--- src/rtl/ssp_pkg.sv ---
// Shared SSP definitions: controller state encoding, default word width and
// FIFO read/write strobe polarity, used by the transmit and receive controllers.
package ssp_pkg;

  localparam int SSP_WIDTH = 8;

  localparam logic FIFO_RW_READ  = 1'b0;
  localparam logic FIFO_RW_WRITE = 1'b1;

  typedef enum logic [2:0] {
    ST_IDLE  = 3'd0,
    ST_READ  = 3'd1,
    ST_LOAD  = 3'd2,
    ST_FRAME = 3'd3,
    ST_SHIFT = 3'd4,
    ST_DONE  = 3'd5
  } ssp_state_e;

endpackage

--- src/rtl/ssp_tick_gen.sv ---
// Serial bit-clock divider: counts DIV pclk cycles per half-period and tracks
// which half of the serial period is in progress (phase 0 = sclk high).
module ssp_tick_gen #(
  parameter int DIV = 1
) (
  input  logic pclk,
  input  logic clear,
  input  logic active,
  output logic half_tick,
  output logic period_end,
  output logic phase
);

  localparam int CW = (DIV > 1) ? $clog2(DIV) : 1;

  logic [CW-1:0] cnt;

  assign half_tick  = active && (cnt == CW'(DIV - 1));
  assign period_end = half_tick && phase;

  always_ff @(posedge pclk or negedge clear) begin
    if (!clear) begin
      cnt   <= '0;
      phase <= 1'b0;
    end else if (!active) begin
      cnt   <= '0;
      phase <= 1'b0;
    end else if (half_tick) begin
      cnt   <= '0;
      phase <= ~phase;
    end else begin
      cnt   <= cnt + 1'b1;
    end
  end

endmodule

--- src/rtl/ssp_tx_ctrl.sv ---
// SSP transmit controller: pops one word from the TX FIFO, sends a one-period
// frame sync, then shifts the word out MSB-first with a divided serial clock.
module ssp_tx_ctrl
  import ssp_pkg::*;
#(
  parameter int WIDTH = SSP_WIDTH,
  parameter int DIV   = 1
) (
  input  logic             pclk,
  input  logic             clear,
  input  logic             ssp_en,
  input  logic             fifo_nempty,
  input  logic [WIDTH-1:0] fifo_word,
  output logic             fifo_en,
  output logic             fifo_rw,
  output logic             sclk,
  output logic             fss,
  output logic             txd,
  output logic             busy,
  output logic             tx_done
);

  localparam int BW = (WIDTH > 1) ? $clog2(WIDTH) : 1;

  ssp_state_e       state, state_nxt;
  logic [WIDTH-1:0] shreg, shreg_nxt;
  logic [BW-1:0]    bitcnt, bitcnt_nxt;
  logic             active, half_tick, period_end, phase, last_bit, serial_nxt;

  assign active     = (state == ST_FRAME) || (state == ST_SHIFT);
  assign last_bit   = (bitcnt == BW'(WIDTH - 1));
  assign serial_nxt = (state_nxt == ST_FRAME) || (state_nxt == ST_SHIFT);
  assign fifo_rw    = FIFO_RW_READ;

  ssp_tick_gen #(.DIV(DIV)) u_tick (
    .pclk       (pclk),
    .clear      (clear),
    .active     (active),
    .half_tick  (half_tick),
    .period_end (period_end),
    .phase      (phase)
  );

  always_comb begin
    state_nxt  = state;
    shreg_nxt  = shreg;
    bitcnt_nxt = bitcnt;
    case (state)
      ST_IDLE:  if (ssp_en && fifo_nempty) state_nxt = ST_READ;
      ST_READ:  state_nxt = ST_LOAD;
      ST_LOAD: begin
        shreg_nxt  = fifo_word;
        bitcnt_nxt = '0;
        state_nxt  = ST_FRAME;
      end
      ST_FRAME: if (period_end) state_nxt = ST_SHIFT;
      ST_SHIFT: begin
        if (period_end) begin
          shreg_nxt = shreg << 1;
          if (last_bit) state_nxt = ST_DONE;
          else          bitcnt_nxt = bitcnt + 1'b1;
        end
      end
      ST_DONE:  state_nxt = (ssp_en && fifo_nempty) ? ST_READ : ST_IDLE;
      default:  state_nxt = ST_IDLE;
    endcase
  end

  // Outputs are flopped from the next-state values so they line up with the
  // state they describe while still coming straight from registers.
  always_ff @(posedge pclk or negedge clear) begin
    if (!clear) begin
      state   <= ST_IDLE;
      shreg   <= '0;
      bitcnt  <= '0;
      fifo_en <= 1'b0;
      sclk    <= 1'b0;
      fss     <= 1'b0;
      txd     <= 1'b0;
      busy    <= 1'b0;
      tx_done <= 1'b0;
    end else begin
      state   <= state_nxt;
      shreg   <= shreg_nxt;
      bitcnt  <= bitcnt_nxt;
      fifo_en <= (state_nxt == ST_READ);
      sclk    <= serial_nxt && (half_tick ? phase : !phase);
      fss     <= (state_nxt == ST_FRAME);
      txd     <= (state_nxt == ST_SHIFT) && shreg_nxt[WIDTH-1];
      busy    <= (state_nxt != ST_IDLE);
      tx_done <= (state_nxt == ST_DONE);
    end
  end

endmodule

--- config.mk ---
export PLATFORM = sky130hd
export DESIGN_NAME = ssp_tx_ctrl
export DESIGN_NICKNAME = d
export VERILOG_FILES = /design/src/rtl/ssp_pkg.sv /design/src/rtl/ssp_tick_gen.sv /design/src/rtl/ssp_tx_ctrl.sv
export SDC_FILE = /design/constraint.sdc
export NUM_CORES = 1
export LEC_CHECK = 0
export CAP_MARGIN = 10
export CORE_MARGIN = 2
export CORE_UTILIZATION = 25
export DETAILED_ROUTE_END_ITERATION = 6
export SYNTH_ARGS = -nofsm -noshare
export SYNTH_HDL_FRONTEND = slang
export SYNTH_SLANG_ARGS = --single-unit
--- constraint.sdc ---
create_clock -name pclk -period 4.45 [get_ports pclk]
set_clock_uncertainty 0.15 [all_clocks]
set_input_delay 0.445 -clock pclk [delete_from_list [all_inputs] [get_ports pclk]]
set_output_delay 0.445 -clock pclk [all_outputs]
set_load 0.01 [all_outputs]
# Word-level counts from Yosys, hierarchy flattened
# Cells that the tools add are included.
# classes
n_reduce_logical	13
bitwise_logic	2
add_sub_neg	2
mux	16
n_eq_ne	13
# ops
operator	n
$mux W3	6
$pmux W3 S6	1
$pmux W8 S2	1
$eq A3 B3 Y1 const B	5
$eq A3 B2 Y1 const B	3
$mux W8	1
$eq A3 B1 Y1 const B	2
$mux W1	6
$ne A2 B2 Y1 const B	3
$pmux W3 S2	1
$logic_and A1 B1 Y1	5
$add A3 B1 Y3 const B	1
$logic_not A3 Y1	1
$reduce_and A3 Y1	1
$reduce_bool A3 Y1	1
$logic_or A1 B1 Y1	2
$not A1 Y1	2
$reduce_and A2 Y1	1
$reduce_bool A2 Y1	1
$add A1 B1 Y1 const B	1
$logic_not A1 Y1	1
# word_totals
regBits	22
wordCells	58
output_inout_bits	7
in_bits	12

# Depth between registers and ports, before layout
# depth
depth_word	9
mapped_depth	10
depth_no_buf	8

# Cells and area by module
# A second synthesis with hierarchy kept.
# unflattened
cells_unflattened	98
hier_area_um2	1072.3
# by_module_without_submodules
module	cells_each	n_inst	seq_area_each_um2	area_per_inst_um2
ssp_tx_ctrl	91	1	500.5	991.0
ssp_tick_gen	7	1	50.0	81.3

# Worst setup path after synthesis
# No wires, ideal clock.
# synth_timing
path_type	register to register
from	register state[0]
to	register bitcnt[0]
slack_ns	2.188
path_stages_with_launch	11
period_less_slack_ns	2.262
path_buffers	2
setup_ns	0.125
arrival_ns	1.987
path_cell_list	dfrtp_1 buf_2 nor3b_4 buf_4 a21oi_1 nor2_1 ha_1 inv_1 o21ai_1 o21ai_2 mux2_2
# synth_between
elab_chain_cells	6
elab_cells_between_ends	11
cone_classes	eq/ne: 5; mux: 1; reduce/logical: 5
# synth_lines
element	line	rtl
start, declared	ssp_tx_ctrl.sv:25	ssp_state_e state, state_nxt;
start signal, assigned	ssp_tx_ctrl.sv:83	state <= state_nxt;
$eq A3 B2 Y1 / $eq A3 B3 Y1 (equally long branches)	ssp_tx_ctrl.sv:30, ssp_tx_ctrl.sv:48	
$logic_or A1 B1 Y1	ssp_tx_ctrl.sv:30	assign active = (state == ST_FRAME) || (state == ST_SHIFT);
$logic_and A1 B1 Y1	ssp_tick_gen.sv:18	assign half_tick = active && (cnt == CW'(DIV - 1));
$logic_and A1 B1 Y1	ssp_tick_gen.sv:19	assign period_end = half_tick && phase;
$ne A2 B2 Y1 (no line)	-	
$reduce_and A3 Y1 (no line)	-	
end signal, assigned	ssp_tx_ctrl.sv:85	bitcnt <= bitcnt_nxt;
end, declared	ssp_tx_ctrl.sv:27	logic [BW-1:0] bitcnt, bitcnt_nxt;
# Several ways; a longest one is shown, not always the timed one.
# A chain may end at the register's enable or synchronous reset.

# Worst setup path in the final report
# Ends and elaborated chain as after synthesis.

==> impl_metrics.tcl <==
set metrics [dict create \
    max_freq_ghz 0.3909 \
    grt_pass1_vias 762 \
    areaGrowthSynthToFinish_pct 26.43 \
    p_leak_nw 0.5764 \
    tritoncts "done" \
    synth_area_leader_cell "dfrtp_1" \
    worstSetupPathType "reg2reg" \
    cts_buffer_depth 2 \
    syn-cell-area_um2 1027 \
    irDropWorstVdd_uv 130.7 \
    cp.required_ps 4450 \
    chipHeight_um 68.10 \
    dieArea_um2 4638 \
    p_comb_frac 0.337 \
    cts.sinks 22 \
    nets 128 \
    rsz0062_at_grt "no" \
    drtPass1Iterations 4 \
    postCtsSetupRepairBufs 0 \
    grt.overflow.total 0 \
    fin_crit_ps 2558 \
    antennaDiodeCount 0 \
    vias_per_cell 4.565 \
    tns_ps 0 \
    holdBufCountCts 0 \
    drc_errors 0 \
    syn_avg_cell_area_um2 11.17 \
    r2r_start "state[0]" \
    antenna_left 0 \
    muxShareOfSynthArea 0.01096 \
    drt_wl_total_mm 1.915 \
    power.switching_mw 0.2322 \
    dp_slack_ps 1915 \
    grt_pass1_wl_mm 3.374 \
    gp_congestion 0.7880 \
    worst_slew_pin_slew_ps 940.8 \
    cts.htree.levels 1 \
    hold_path.class "reg2reg" \
    io_buffer_count 17 \
    dp_hpwl_mm 1.431 \
    status "finished clean" \
    crit_fanout 16 \
    cts_resized 0 \
    synth_cells 92 \
    wl_per_cell_um 11.89 \
    yosysTopAreaCellShare 0.5359 \
    setup_viol 0 \
    worstHoldStart "shreg[3]" \
    setup_ws_ps 1892 \
    root_buffer "clkbuf_8" \
    core_area_um2 3971 \
    ys_types 29 \
    drive_gt1_frac 0.09910 \
    relSlewSlack 0.3708 \
    yosys_warnings 0 \
    io_pins 19 \
    drt_iter0_drc 10 \
    dieWidth_um 68.10 \
    start_kind "flip-flop" \
    setup.worst_path.start "state[0]" \
    pwr-share-seq 0.452 \
    ys_ff_latch 22 \
    start_util 0.2587 \
    synth-xor-area-share 0.008526 \
    dr_total_vias 735 \
    synth_fa_ha_area_frac 0.04872 \
    slew_viol_final 0 \
    p_clk_frac 0.211 \
    hold_violations 0 \
    synth_top_family_by_area "simple AND/OR/NAND/NOR gates" \
    cts_buffers 3 \
    synth-simple-area-share 0.1766 \
    maxCapViolCount 0 \
    synth_compound_area_frac 0.1742 \
    endpoint_kind "flip-flop" \
    worst_ep_arrival_time_ps 2560 \
    antenna_found_initial 0 \
    grt_start_max_net_pins 23 \
    path_clk_slew_ps 80 \
    synth_area_leaders "dfrtp_1, ha_1, a22oi_1" \
    pwr_density_cell_nw_per_um2 526.2 \
    internal_power_mw 0.4512 \
    rows 23 \
    synth_seq_area_share 0.5359 \
    finalCritPeriodShare 0.5748 \
    grt_usage 0.09671 \
    swShare 0.3398 \
    clock_latency_ps 260 \
]
-- layer usage --
metal	GRT usage	part of all wire
met1	0.1131	0.47
met2	0.1675	0.48
met3	0.01645	0.031
met4	0.05250	0.019
met5	0	0
-- kinds of logic after synthesis --
| family | count (synthesis) |
|---|---|
| XOR/XNOR | 1 |
| AND/OR/NAND/NOR | 30 |
| adder cells (fa/ha/maj) | 4 |
| AO/OA/AOI/OAI | 25 |
| flip-flops | 22 |
| other | 1 |
| buffers and inverters | 8 |
| multiplexers | 1 |
-- path summary, 6_finish.rpt --
| check | endpoint | slack, ps | cells past startpoint |
|---|---|---|---|
| hold reg to reg | shreg[3] | 350 | 2 |
| min in group asynchronous | shreg[6] | 550 | 1 |
| setup / recovery | bitcnt[0] | 1890 | 8 |
| hold / removal | shreg[3] | 350 | 2 |
| setup reg to reg | bitcnt[0] | 1890 | 8 |
| max in group asynchronous | tx_done | 3020 | 1 |
-- per-stage QoR --
stage,instances,cell area (um^2),util,hold slack [ps],total power [mW]
finish,161,1299,0.3270,350.7,0.6834
global route,161,1299,0.3270,382.2,0.7349
CTS,161,1299,0.3270,356.8,0.6887
detailed placement,157,1244,0.3132,335.3,0.5443
global placement,157,1244,0.3132,320.5,0.5347
floorplan,93,1031,-,-0.5911,0.4676
-- sequential cells by signal (all words and copies together), names as in the netlist --
| register | flops |
|---|---|
| fifo_en | 1 |
| tx_done | 1 |
| bitcnt | 3 |
| u_tick.cnt | 1 |
| sclk | 1 |
| state | 3 |
| txd | 1 |
| u_tick.phase | 1 |
| shreg | 8 |
| fss | 1 |
| busy | 1 |
-- final cells by class --
class                           count  area (um^2)
Tap cell                           50        62.56
Timing Repair Buffer               18        177.7
Clock buffer                        4        55.05
Multi-Input combinational cell     63        437.9
Sequential cell                    22        550.5
Inverter                            4        15.01
Fill cell                         411         2673
-- synth_stat cells (all sizes together) --
master / count
a22oi: 6
o21ai: 8
a21oi: 2
nor2: 5
a211o: 1
nand4: 1
and3: 1
inv: 4
conb: 1
dfrtp: 22
ha: 4
and4: 1
a22o: 3
nor3: 1
buf: 4
o21bai: 1
nor3b: 3
mux2: 1
xor2: 1
nand3: 5
a21boi: 1
nand2: 11
nor4b: 1
and2b: 1
a31o: 3
-- power by group through the flow --
stage / sequential [mW] / combinational [mW] / clock, mW
2_1_floorplan: 0.301 / 0.167 / 0
3_3_place_gp: 0.309 / 0.226 / 0
3_5_place_dp: 0.312 / 0.232 / 0
4_1_cts: 0.308 / 0.234 / 0.147
5_1_grt: 0.318 / 0.261 / 0.156
6_report: 0.309 / 0.230 / 0.144
-- critical path, cell delays in order (launching register included) --
cell and delay, ps:
dfrtp_1 510, nor3b_4 590, a21oi_1 110, nor2_1 170, ha_1 300, inv_1 90, o21ai_1 160, o21ai_2 90
mux2_2 280
-- cell usage in the layout (no fill, tap or decap) --
cell,count
a22oi_1,6
clkdlybuf4s50_1,17
nor3_1,1
nand4_1,1
dfrtp_1,22
ha_1,4
a31o_1,3
mux2_2,1
clkbuf_8,4
o21ai_1,7
a22o_1,3
and2b_1,1
nand2_1,11
a21oi_1,2
and3_1,1
nand3_1,4
nor4b_4,1
a211o_1,1
nor2_1,5
buf_4,1
inv_1,4
and4_1,1
conb_1,2
nor3b_4,1
xor2_1,1
a21boi_1,1
o21bai_2,1
nor3b_1,2
o21ai_2,1
nand3_2,1
No activity file was read; power rests on OpenSTA's default activity.
